[src/rtl/txhexn_if.sv]
// Request and byte-stream signals of the hex word printer, grouped as one bundle.
// The master side issues words and reports transmitter busy; the slave is txhexn.
interface txhexn_if #(
  parameter int NHEX = 8
);
  logic              i_stb;
  logic [4*NHEX-1:0] i_data;
  logic              o_busy;
  logic              o_done;
  logic              o_tx_stb;
  logic [7:0]        o_tx_data;
  logic              i_tx_busy;

  modport master (
    output i_stb, i_data, i_tx_busy,
    input  o_busy, o_done, o_tx_stb, o_tx_data
  );

  modport slave (
    input  i_stb, i_data, i_tx_busy,
    output o_busy, o_done, o_tx_stb, o_tx_data
  );
endinterface

[src/rtl/txhexn.sv]
// Prints one word as ASCII hex ("0x" prefix, digits, line ending) into a
// byte-serial transmitter, one byte per accepted handshake.
module txhexn #(
  parameter int NHEX   = 8,
  parameter int PREFIX = 1,
  parameter int EOL    = 2,
  parameter int UPPER  = 0,
  parameter int ZSUP   = 0
) (
  input  logic    i_clk,
  input  logic    i_reset_n,
  txhexn_if.slave bus
);
  localparam int CW = $clog2(NHEX + 1);
  localparam int DW = 4 * NHEX;

  typedef enum logic [2:0] {IDLE, PFX0, PFXX, DIGIT, CR, LF} state_t;

  localparam state_t FIRST       = state_t'((PREFIX != 0) ? PFX0 : DIGIT);
  localparam state_t AFTER_DIGIT = state_t'((EOL == 2) ? CR : ((EOL == 1) ? LF : IDLE));

  state_t          state_q, state_d;
  logic [DW-1:0]   sr_q, sr_d;
  logic [CW-1:0]   cnt_q, cnt_d;
  logic            done_q, done_d;
  logic [CW-1:0]   lz;
  logic            accept;
  logic [3:0]      nib;
  logic [7:0]      tx_byte;

  assign accept = bus.o_tx_stb && !bus.i_tx_busy;

  // Leading-zero nibble count, capped so that an all-zero word still prints one "0".
  always_comb begin
    logic seen;
    seen = 1'b0;
    lz   = '0;
    if (ZSUP != 0) begin
      for (int i = NHEX - 1; i >= 1; i--) begin
        if (!seen && bus.i_data[4*i +: 4] == 4'h0) lz = lz + CW'(1);
        else                                        seen = 1'b1;
      end
    end
  end

  // NOTE: every output of a combinational block gets a default first, so no path
  // leaves it unassigned and no latch is inferred.
  always_comb begin
    state_d = state_q;
    sr_d    = sr_q;
    cnt_d   = cnt_q;
    done_d  = 1'b0;
    case (state_q)
      IDLE: begin
        if (bus.i_stb) begin
          state_d = FIRST;
          sr_d    = bus.i_data << (4 * lz);
          cnt_d   = CW'(NHEX) - lz;
        end
      end
      PFX0:  if (accept) state_d = PFXX;
      PFXX:  if (accept) state_d = DIGIT;
      DIGIT: begin
        if (accept) begin
          sr_d  = sr_q << 4;
          cnt_d = cnt_q - CW'(1);
          if (cnt_q == CW'(1)) state_d = AFTER_DIGIT;
        end
      end
      CR:      if (accept) state_d = LF;
      LF:      if (accept) state_d = IDLE;
      default: state_d = IDLE;
    endcase
    if (accept && state_d == IDLE) done_d = 1'b1;
  end

  // NOTE: state registers use non-blocking assignments so every flop samples
  // pre-edge values regardless of statement order.
  always_ff @(posedge i_clk or negedge i_reset_n) begin
    if (!i_reset_n) begin
      state_q <= IDLE;
      sr_q    <= '0;
      cnt_q   <= '0;
      done_q  <= 1'b0;
    end else begin
      state_q <= state_d;
      sr_q    <= sr_d;
      cnt_q   <= cnt_d;
      done_q  <= done_d;
    end
  end

  // Output byte is a pure function of held state, so it cannot move during a stall.
  always_comb begin
    nib     = sr_q[DW-1 -: 4];
    tx_byte = 8'h00;
    case (state_q)
      PFX0:  tx_byte = 8'h30;
      PFXX:  tx_byte = 8'h78;
      DIGIT: begin
        if (nib < 4'd10) tx_byte = 8'h30 + {4'h0, nib};
        else             tx_byte = ((UPPER != 0) ? 8'h41 : 8'h61) + {4'h0, nib} - 8'd10;
      end
      CR:      tx_byte = 8'h0D;
      LF:      tx_byte = 8'h0A;
      default: tx_byte = 8'h00;
    endcase
  end

  assign bus.o_busy    = (state_q != IDLE);
  assign bus.o_tx_stb  = (state_q != IDLE);
  assign bus.o_tx_data = tx_byte;
  assign bus.o_done    = done_q;

endmodule

[src/flat_wrapper.sv]
// flat-port wrapper written by rule: the top's interface ports become plain ports
module txhexn_flat 
#(
  parameter int NHEX   = 8,
  parameter int PREFIX = 1,
  parameter int EOL    = 2,
  parameter int UPPER  = 0,
  parameter int ZSUP   = 0
)
  (i_clk, i_reset_n, bus_i_stb, bus_i_data, bus_i_tx_busy, bus_o_busy, bus_o_done, bus_o_tx_stb, bus_o_tx_data);
  txhexn_if #(.NHEX(NHEX)) bus_i ();
  input  logic i_clk;
  input  logic i_reset_n;
  input wire logic [$bits(bus_i.i_stb)-1:0] bus_i_stb;
  input wire logic [$bits(bus_i.i_data)-1:0] bus_i_data;
  input wire logic [$bits(bus_i.i_tx_busy)-1:0] bus_i_tx_busy;
  output wire logic [$bits(bus_i.o_busy)-1:0] bus_o_busy;
  output wire logic [$bits(bus_i.o_done)-1:0] bus_o_done;
  output wire logic [$bits(bus_i.o_tx_stb)-1:0] bus_o_tx_stb;
  output wire logic [$bits(bus_i.o_tx_data)-1:0] bus_o_tx_data;
  assign bus_i.i_stb = bus_i_stb;
  assign bus_i.i_data = bus_i_data;
  assign bus_i.i_tx_busy = bus_i_tx_busy;
  assign bus_o_busy = bus_i.o_busy;
  assign bus_o_done = bus_i.o_done;
  assign bus_o_tx_stb = bus_i.o_tx_stb;
  assign bus_o_tx_data = bus_i.o_tx_data;
  txhexn #(.NHEX(NHEX), .PREFIX(PREFIX), .EOL(EOL), .UPPER(UPPER), .ZSUP(ZSUP)) u_core (.i_clk(i_clk), .i_reset_n(i_reset_n), .bus(bus_i));
endmodule
[config.mk]
export PLATFORM = sky130hd
export DESIGN_NAME = txhexn_flat
export DESIGN_NICKNAME = d
export VERILOG_FILES = /design/src/rtl/txhexn_if.sv /design/src/rtl/txhexn.sv /design/src/flat_wrapper.sv
export SDC_FILE = /design/constraint.sdc
export NUM_CORES = 1
export LEC_CHECK = 0
export ABC_CLOCK_PERIOD_IN_PS = 5080
export CAP_MARGIN = 10
export CORE_UTILIZATION = 40
export DETAILED_ROUTE_END_ITERATION = 10
export PLACE_DENSITY = 0.73
export SETUP_SLACK_MARGIN = 0.05
export SKIP_CTS_REPAIR_TIMING = 1
export SLEW_MARGIN = 20
export SYNTH_ARGS = -nofsm -noshare
export SYNTH_HDL_FRONTEND = slang
export SYNTH_SLANG_ARGS = --single-unit
[constraint.sdc]
create_clock -name i_clk -period 5.08 [get_ports i_clk]
set_clock_uncertainty 0.2 [all_clocks]
set_input_delay 0.762 -clock i_clk [delete_from_list [all_inputs] [get_ports i_clk]]
set_output_delay 0.762 -clock i_clk [all_outputs]
set_load 0.03 [all_outputs]
## Yosys cells after proc, flatten, opt, wreduce, memory -nomap -nowiden

Index checks and enable logic that the tools add are counted.

| word-level totals | value |
|---|---|
| memory bits (read-only) | 0 |
| bits in registers | 40 |
| bits in latches | 0 |
| memories kept | 0 |
| output and inout bits | 11 |
| word-level logic and storage cells | 42 |
| input bits | 36 |
| bits in writable memories | 0 |

| operators by class | value |
|---|---|
| mux-type cells | 17 |
| shifts and indexed selects | 0 |
| add/subtract/negate cells | 4 |
| multiply operators | 0 |
| reductions and logical operators | 8 |
| div/mod/pow operators | 0 |
| eq/ne operators | 8 |
| bitwise gates (word level) | 0 |
| magnitude comparators | 1 |

Operators with widths:

| cell | number |
|---|---|
| $mux W32 | 2 |
| $pmux W32 S2 | 1 |
| $pmux W8 S5 | 1 |
| $mux W3 | 7 |
| $pmux W3 S6 | 1 |
| $add A7 B4 Y8 const A | 1 |
| $mux W4 | 2 |
| $mux W8 | 1 |
| $pmux W4 S2 | 1 |
| $sub A8 B4 Y8 const B | 1 |
| $add A6 B4 Y7 const A | 1 |
| $eq A3 B2 Y1 const B | 2 |
| $eq A3 B3 Y1 const B | 2 |
| $logic_not A3 Y1 | 2 |
| $eq A4 B1 Y1 const B | 1 |
| $lt A4 B4 Y1 const B | 1 |
| $sub A4 B1 Y4 const B | 1 |
| $eq A3 B1 Y1 const B | 1 |
| $reduce_and A3 Y1 | 1 |
| $reduce_bool A3 Y1 | 1 |
| $logic_and A1 B1 Y1 | 2 |
| $ne A2 B1 Y1 const B | 1 |
| $ne A2 B2 Y1 const B | 1 |
| $reduce_bool A2 Y1 | 1 |
| other kinds (2) | 2 |

## Longest topological paths before layout

| depth | value |
|---|---|
| depth in word-level cells | 7 |
| gate-level depth with buffers | 7 |
| depth with buffers taken out | 5 |

## Least setup slack after synthesis

Ideal clock, no wire load.

| path | value |
|---|---|
| path kind | reg-to-output |
| from | register u_core.state_q[1] |
| to | output port bus_o_tx_data[4] |
| data arrival time | 2.362 ns |
| data required time | 4.118 ns |
| path buffers | 2 |
| slack | 1.756 ns |
| stages on the path, launching flop included | 8 |
| path through | dfrtp_1 clkbuf_1 inv_2 ha_1 clkbuf_1 nand2b_1 a21oi_1 o41a_1 |

| on the way | value |
|---|---|
| cells in the longest elaborated chain, start to end | 2 |
| elaborated cells between the ends (all ways) | 6 |
| classes of those cells | 5 x eq/ne; 1 x mux |

Ends and longest elaborated chain:

| what | line | text |
|---|---|---|
| from (decl) | txhexn.sv:22 | `state_t state_q, state_d;` |
| from (signal assigned) | txhexn.sv:86 | `state_q <= state_d;` |
| $eq A3 B3 Y1, or another cell as far along | txhexn.sv:97 | `case (state_q)` |
| $pmux W8 S5 * | txhexn.sv:97 |  |
| to (decl) | flat_wrapper.sv:20 | `output wire logic [$bits(bus_i.o_tx_data)-1:0] bus_o_tx_data;` |

Mark *: on every way between the ends. The rest lies on a longest branch, timed or not.

## Worst setup path in the final report

Same ends and word-level chain as after synthesis.

==> flow_summary.json <==
{
  "die_area_sq_um": 5850,
  "clockBufferDepth": 2,
  "wire_per_inst_um": 13.7,
  "worstSkewPairLatency_ns": 0.28,
  "clk_pin_slew_ns": 0.08,
  "ir_drop_mv": 0.255,
  "rows": 26,
  "synth.area.top_cells": "dfrtp_1 45%, mux2_1 13%, mux2_2 13%, ha_1 2.8%, mux2i_1 2.7%",
  "synth_fa_ha_area_share_pct": 2.82,
  "period_share_pct": 72.5,
  "area_delta_synth_final_pct": 26.7,
  "critPathRequiredTime_ns": 4.12,
  "regArea_sq_um": 1000,
  "crit_type": "flop to output pin",
  "avgSynthCellArea_sq_um": 12.1,
  "ant_nets": 0,
  "synth_top_family_by_area": "multiplexers",
  "grt_usage_pct": 14.4,
  "crit_arrival_ns": 2.72,
  "die_w_um": 76.5,
  "hp-class": "flop to flop",
  "ioPinCount": 47,
  "power_density_nw_per_um2": 597,
  "hold_ws_ns": 0.295,
  "synth-compound-area-share_pct": 8.85,
  "most-common-layout-cells": "44 x clkdlybuf4s50_1, 40 x dfrtp_1, 26 x mux2_1, 26 x mux2_2",
  "cp_cell_sequence": "inv_2 -> ha_1 -> nand2b_1 -> a21oi_1 -> o41a_1 -> clkdlybuf4s50_1",
  "worst_pin_slew_ns": 0.884,
  "antenna_cells": 0,
  "end_kind": "output pin",
  "swShare_pct": 36.7,
  "grt_max_degree": 41,
  "drc": 0,
  "async_flop_share_pct": 100,
  "cts_tree": "built",
  "gr-total-overflow": 0,
  "period_needed_ns": 3.68,
  "synth_xor_area_share_pct": 0.395,
  "seqPwrFrac_pct": 34.4,
  "dp_hpwl_mm": 2.87,
  "dieHeight_um": 76.5,
  "firstDrtPassIters": 4,
  "htreeDepth": 2,
  "ys_ff_latch": 40,
  "muxShareOfSynthArea_pct": 29.1,
  "slowest_stage": "clkdlybuf4s50_1",
  "ys.flop_type": "dfrtp_1",
  "place_congestion": 0.756,
  "maxCapViolCount": 0,
  "max_stage_delay_ns": 0.67,
  "fin_nets": 267,
  "synth_nets": 225,
  "finalHoldViolCount": 0,
  "portBuffers": 45,
  "multi_input_area_sq_um": 1130,
  "synth-edff-count": 0,
  "dr_total_vias": 1526,
  "cts_inserted_buffers": 5,
  "tns_ns": 0,
  "grt_pass1_wl_mm": 6.69,
  "clkPwrFrac_pct": 15.0,
  "vias_per_cell": 5.14,
  "outcome": "complete, no violations",
  "setup_viol_count_final": 0,
  "yosysUniqueCellTypes": 42,
  "drtIter0Drc": 38,
  "grt_pass1_vias": 1477,
  "n_fill_cell": 471,
  "cp.buffers_inverters": 2,
  "critPathTopFamily": "buffers and inverters",
  "syn-instance-count": 184,
  "placedCellCount": 289,
  "max_clock_freq_ghz": 0.272,
  "finalWirelength_mm": 4.08,
  "clock-sinks": 40,
  "antenna_found_initial": 0,
  "synth_top_area_cell": "dfrtp_1",
  "synth.top_cell.area_share_pct": 45.1,
  "yosys_warnings": 0,
  "rsz0062_at_grt": "false",
  "synthSimpleGateAreaFrac_pct": 9.36,
  "fin_cells": 297,
  "p_switching_uw": 617,
  "cp-start-kind": "flop",
  "critPathMaxFanout": 16,
  "slew_headroom_pct": 41.1,
  "core_sq_um": 5240,
  "layout_commonest_cell": "clkdlybuf4s50_1",
  "netlist_area_sq_um": 2220,
  "p_leak_uw": 0.00119,
  "combPwrFrac_pct": 50.7,
  "internal_power_uw": 1060,
  "clockRootBuffer": "clkbuf_8",
  "synth_seq_area_share_pct": 45.1,
  "maxSlewViolCount": 0,
  "start_util_pct": 42.4,
  "layout-drive-gt1-share_pct": 17.2
}
state kept, by name, indices dropped and copies added, names as in the netlist:
register	cells
u_core.state_q	3
u_core.bus.o_done	1
u_core.cnt_q	4
u_core.sr_q	32
per-stage QoR:
stage | utilization, % | total power (uW) | setup WS (ns) | instance area [sq um]
3_5_place_dp | 51.6 | 1440 | 1.75 | 2700
2_1_floorplan | - | 1210 | 1.76 | 2220
5_1_grt | 53.7 | 1800 | 1.26 | 2810
3_3_place_gp | 51.6 | 1420 | 1.80 | 2700
6_report | 53.7 | 1680 | 1.40 | 2810
4_1_cts | 53.7 | 1700 | 1.43 | 2810
path summary, 6_finish.rpt:
path,from,endpoint,slack (ns),cells after the start
min in group asynchronous,i_reset_n,u_core.sr_q[22]$_DFFE_PN0P_,0.39,1
worst min register to register,u_core.cnt_q[3]$_DFFE_PN0P_,u_core.cnt_q[3]$_DFFE_PN0P_,0.30,1
worst max-delay path,u_core.state_q[1]$_DFF_PN0_,bus_o_tx_data[4],1.40,6
worst min-delay path,u_core.cnt_q[3]$_DFFE_PN0P_,u_core.cnt_q[3]$_DFFE_PN0P_,0.30,1
worst max register to register,u_core.state_q[1]$_DFF_PN0_,u_core.sr_q[12]$_DFFE_PN0P_,2.81,4
max in group asynchronous,i_reset_n,u_core.cnt_q[3]$_DFFE_PN0P_,3.73,1
synth_stat cells (2+ instances only):
| cell | instances |
|---|---|
| nand3_1 | 2 |
| a22o_1 | 4 |
| inv_1 | 6 |
| nor2_1 | 3 |
| o2bb2ai_1 | 2 |
| ha_1 | 5 |
| a21oi_1 | 6 |
| or3_1 | 2 |
| mux2i_1 | 6 |
| nand2b_1 | 4 |
| nor2b_1 | 6 |
| nand3b_1 | 2 |
| dfrtp_1 | 40 |
| o21ai_0 | 4 |
| a21o_1 | 2 |
| and2_1 | 2 |
| mux2_2 | 26 |
| buf_4 | 5 |
| mux2_1 | 26 |
| buf_2 | 3 |
| nand2_1 | 3 |
| clkbuf_1 | 4 |
| o22ai_1 | 2 |
power by group through the flow:
stage,clock [uW],combinational (uW),sequential [uW]
final,251,851,578
after global routing,270,928,597
after CTS,260,860,577
after detailed placement,0,856,582
after global placement,0,841,575
after floorplan,0,675,536
logic make-up (layout without fill, tap and decap cells):
kind of cell,count (synthesis),in the layout
other cells,1,1
mux,58,58
xor+xnor,1,1
simple gates,32,32
flops,40,40
compound gates,28,28
buf+inv,19,62
fa+ha+maj,5,5
layout make-up:
cell class	count	share of cell area (%)
multi-input combinational	125	40.1
clock inverter	2	1.25
sequential	40	35.6
inverter	7	0.935
timing repair buffer	47	16.4
clock buffer	6	2.58
tap	70	3.12
metal layers:
layer  GRT usage (%)  up-vias  wire length (um)
li1                -      749                 -
met1            19.7      741              1980
met2            22.9       34              1920
met3            3.11        2               157
met4            4.04        0                27
met5               0        -                 0
(Power assumes the default switching activity.)
==> variant 1: new RTL, same settings <==
`NHEX` is set to 8 in 3 places; all go to 16.
--- a/src/rtl/txhexn_if.sv
+++ b/src/rtl/txhexn_if.sv
@@ -3,3 +3,3 @@
 interface txhexn_if #(
-  parameter int NHEX = 8
+  parameter int NHEX = 16
 );
--- a/src/rtl/txhexn.sv
+++ b/src/rtl/txhexn.sv
@@ -3,3 +3,3 @@
 module txhexn #(
-  parameter int NHEX   = 8,
+  parameter int NHEX   = 16,
   parameter int PREFIX = 1,
--- a/src/flat_wrapper.sv
+++ b/src/flat_wrapper.sv
@@ -3,3 +3,3 @@
 #(
-  parameter int NHEX   = 8,
+  parameter int NHEX   = 16,
   parameter int PREFIX = 1,
Ports: changed (resized bus_i_data); port bits go from 47 to 79. The function was not compared with the original's and may differ.
==> variant 1 against the unedited design <==
- synthesized area is 70% higher
- wire length is 110% higher
- design area is 68% higher
- count of clock-buffer cells in the layout is 4 higher
- setup slack worse by 0.085 ns
- sequential cell count is 33 higher
- maximum frequency is 2.3% lower
- power is 79% higher
- combinational power is 79% higher
- critical endpoint unchanged
- critical path depth is 1 lower
- largest cell class is now flip-flops and latches
- final cell count is 82% higher
- global-route usage is 3.5 points higher
==> variant 1: results (changes against the unedited design) <==
RD Place Congestion - 0.8073 (+6.8%)
syn_nets - 439 (+95%)
CTS buffer count - 9 (+4)
Hold EP - u_core.cnt_q[4]
Hold Startpoint - u_core.cnt_q[4]
placed cell area - 4521 µm² (+67%)
hpwl dp - 5480 µm (+91%)
Vias - 3004 (+97%)
Post-Place Worst Slack - 1.719 ns (-0.03182 ns)
largest registers - u_core.sr_q: 64 flops, u_core.cnt_q: 5 flops, u_core.state_q: 3 flops
clk_lat worst skew - 0.35 ns (+0.07 ns)
Leak Pwr - 1.897 nW (+60%)
number of DRC markers in iteration 0 - 114 (+200%)
largest net degree at the start of global routing - 74 (+80%)
layout cells sized above 1 - 5.594% (-12 points)
crit path max fanout - 15 (-1)
NumNets Final - 497 (+86%)
Slew headroom - 33.01% (-8.0 points)
Worst Path Arrival - 2.81 ns (+0.09 ns)
Post-synth top cells - dfrtp_1 (73), a21oi_1 (65), nor3_1 (62)
H-tree depth - 3 (+1)
vias in the first global route - 2822 (+91%)
peak supply drop - 476.5 µV (+87%)
flop-to-flop setup slack - 2.48 ns (-0.33 ns)
total track usage - 17.89% (+3.5 points)
sequential-to-total area share from yosys stat - 48.28% (+3.2 points)
Yosys cell types - 43 (+2.4%)
first-pass GRT wire length - 13790 µm (+110%)
average wire per cell in the routed design - 15.98 µm (+16%)
port buffer count - 77 (+71%)
status - finished, final reports clean
R2R Path End - u_core.sr_q[6]
FFs w/ async S/R, synth - 100.0% (unchanged)
# fillers - 840 (+78%)
FF-to-FF Start - u_core.state_q[2]
Synth area leaders - dfrtp_1 (48%), mux2i_1 (16%), a21oi_1 (8.6%)
variant 1: cell count changes in the layout (fill, tap and decap cells not counted), sizes merged, moves of 3 or more:
cell | unedited run | this run
a21oi | 6 | 65
clkbuf | 6 | 10
clkdlybuf4s50 | 44 | 76
clkinv | 1 | 4
dfrtp | 40 | 73
inv | 7 | 10
mux2 | 52 | 0
mux2i | 6 | 61
nor2b | 6 | 3
nor3 | 1 | 62
variant 1: metrics by stage:
step	utilization [%]	std cells	hold slack [ns]
floorplan	-	366	0.2469
global placement	49.10	524	0.2672
detailed placement	49.16	524	0.2816
CTS	51.37	540	0.2918
global route	51.37	540	0.3208
finish	51.37	540	0.2814
variant 1: worst max-delay path, cell delays in order (launching register included):
cell	delay (ns)
dfrtp_1	0.65
inv_1	0.17
ha_1	0.41
a211oi_1	0.35
o41a_1	0.20
clkdlybuf4s50_1	0.67
variant 1: metal layers:
layer  vias up  routed length [µm]  global-route usage [%]
met5         -                   0                       0
met4         0                 123                   7.579
met3        14                 426                   3.092
met2        99                3944                   26.98
met1      1441                4134                   25.44
li1       1450                   -                       -
variant 1: worst max path at each step:
stage	startpoint	cells past startpoint	end	slack, ns
floorplan	u_core.state_q[1]	4	bus_o_tx_data[6]	1.44
global placement	u_core.state_q[1]	4	bus_o_tx_data[6]	1.81
detailed placement	u_core.state_q[1]	5	bus_o_tx_data[4]	1.72
CTS	u_core.state_q[1]	5	bus_o_tx_data[4]	1.33
global route	u_core.state_q[1]	5	bus_o_tx_data[4]	1.19
finish	u_core.state_q[1]	5	bus_o_tx_data[4]	1.31
variant 1: power by group:
group	internal, W	switching [W]
Combinational	0.000692	0.000825
Sequential	0.000840	0.000182
Clock	0.000242	0.000227
Total	0.00177	0.00124
variant 1: cell families (layout without fill, tap and decap cells):
| kind of cell | after synthesis | count (layout) | share of synthesized area [%] |
|---|---|---|---|
| buffers and inverters | 42 | 105 | 6.184 |
| AND/OR/NAND/NOR | 94 | 94 | 13.86 |
| multiplexers | 61 | 61 | 16.14 |
| other | 1 | 1 | 0.09911 |
| AO/OA/AOI/OAI | 89 | 89 | 13.56 |
| flip-flops | 73 | 73 | 48.28 |
| XOR/XNOR | 1 | 1 | 0.2315 |
| adder cells (fa/ha/maj) | 5 | 5 | 1.653 |
variant 1: layout make-up:
cell class | instances | share of cell area [%]
clock buffer | 10 | 2.913
clock inverter | 6 | 1.404
inverter | 9 | 0.7150
multi-input combinational | 251 | 36.63
sequential | 73 | 38.67
tap | 111 | 2.940
timing repair buffer | 80 | 16.74
==> variant 2: new RTL, same settings <==
Without the edit above. Make the reset (`i_reset_n`) synchronous in one clocked block.
--- a/src/rtl/txhexn.sv
+++ b/src/rtl/txhexn.sv
@@ -78,3 +78,3 @@
   // pre-edge values regardless of statement order.
-  always_ff @(posedge i_clk or negedge i_reset_n) begin
+  always_ff @(posedge i_clk) begin
     if (!i_reset_n) begin
Check against the original RTL: differs if i_reset_n is asserted again (counterexample within 4 cycles, from zero or initial values and one cycle with i_reset_n low); with i_reset_n held inactive, the same outputs for 10 cycles.
==> variant 2 against the unedited design <==
- sequential cell count unchanged
- design area down 11%
- largest cell class unchanged
- highest routed layer unchanged
- core utilization fell by 1.5 points
- wire length is 12% higher
- setup slack better by 0.038 ns
- synthesized area down 8.6%
Power is not compared: it rests on default switching activity, and its combinational part moved more than twofold at a synthesized area within 25%.
==> variant 2: results (changes against the unedited design) <==
status - finished, final reports clean
Synth area leaders - dfxtp_1 (39%), a21oi_1 (16%), o21ai_0 (7.6%)
DR pass1 iterations - 4 (unchanged)
sequential-to-total area share from yosys stat - 39.46% (-5.6 points)
non-clock buffer share of cell area - 18.02% (+1.6 points)
flop-to-flop setup slack - 2.50 ns (-0.31 ns)
Non-clock buffers - 46 (-2.1%)
Seq. cell area - 800.8 µm² (-20%)
Leak Pwr - 0.9885 nW
hold_ws - 0.2717 ns (-0.02333 ns)
clock network area share - 3.235% (-0.59 points)
FFs w/ async S/R, synth - 0% (-100 points)
vias in the first global route - 1644 (+11%)
layout cells sized above 1 - 4.828% (-12 points)
hpwl dp - 2988 µm (+4.3%)
worst hold-check path type - reg2reg
first-pass GRT wire length - 7500 µm (+12%)
syn_nets - 300 (+33%)
Placed Cells - 350 (+21%)
Yosys cell types - 42 (unchanged)
Core Util, Final - 52.18% (-1.5 points)
NumNets Final - 331 (+24%)
largest net degree at the start of global routing - 39 (-4.9%)
Post-Place Worst Slack - 1.773 ns (+0.02214 ns)
area of the multi-input gates - 1065 µm² (-5.7%)
#MultiIn Comb - 189 (+51%)
vias per inst - 5.286 (+2.9%)
placed cell area - 2437 µm² (-9.9%)
Worst Path Arrival - 2.68 ns (-0.04 ns)
Inverters - 8 (+1)
number of DRC markers in iteration 0 - 114 (+200%)
total track usage - 17.89% (+3.5 points)
Top FF cell, synth - dfxtp_1
Worst-Margin Slew - 1.026 ns (+0.1421 ns)
Syn Area/Cell - 7.836 µm² (-35%)
Total Routed Length - 4560 µm (+12%)
Post-synth top cells - a21oi_1 (64), dfxtp_1 (40), nand2_1 (37)
RD Place Congestion - 0.7826 (+3.5%)
crit path max fanout - 13 (-3)
site row count - 25 (-3.8%)
Post-Layout Cell Count - 357 (+20%)
-- variant 2: cell types whose count changed in the layout (fill, tap and decap cells not counted), sizes merged, moves of 2 or more --
cell | before | now
a21boi | 1 | 4
a21oi | 6 | 65
a22o | 4 | 0
a22oi | 0 | 5
and2 | 2 | 0
dfrtp | 40 | 0
dfxtp | 0 | 40
mux2 | 52 | 0
mux2i | 6 | 0
nand2 | 3 | 37
nand3b | 2 | 0
nor2b | 6 | 9
o21ai | 4 | 33
o2bb2ai | 2 | 0
-- variant 2: power groups by stage --
stage | Clock, W | Sequential (W) | Combinational (W)
2_1_floorplan | 0 | 0.000363 | 0.000111
6_report | 0.000201 | 0.000365 | 0.000151
3_3_place_gp | 0 | 0.000370 | 0.000149
5_1_grt | 0.000217 | 0.000369 | 0.000168
4_1_cts | 0.000204 | 0.000364 | 0.000151
3_5_place_dp | 0 | 0.000371 | 0.000151
-- variant 2: cell families after synthesis --
group / Yosys count / share of synthesized area (%)
fa+ha+maj: 5 / 3.083
simple gates: 66 / 16.83
flops: 40 / 39.46
compound gates: 115 / 31.51
buf+inv: 30 / 8.076
other cells: 1 / 0.1848
xor+xnor: 2 / 0.8633
-- variant 2: final timing paths --
kind,cells after the start,start,endpoint
worst max-delay path,6,u_core.state_q[1],bus_o_tx_data[4]
worst min-delay path,2,u_core.cnt_q[1],u_core.cnt_q[1]
worst max register to register,4,u_core.state_q[1],u_core.cnt_q[1]
worst min register to register,2,u_core.cnt_q[1],u_core.cnt_q[1]
-- variant 2: per-layer routing --
layer	share of wire (%)	track usage, %	vias up
met4	0.70	4.139	0
met1	49	24.89	868
li1	-	-	963
met5	0	0	-
met3	4.3	4.282	4
met2	46	27.88	52
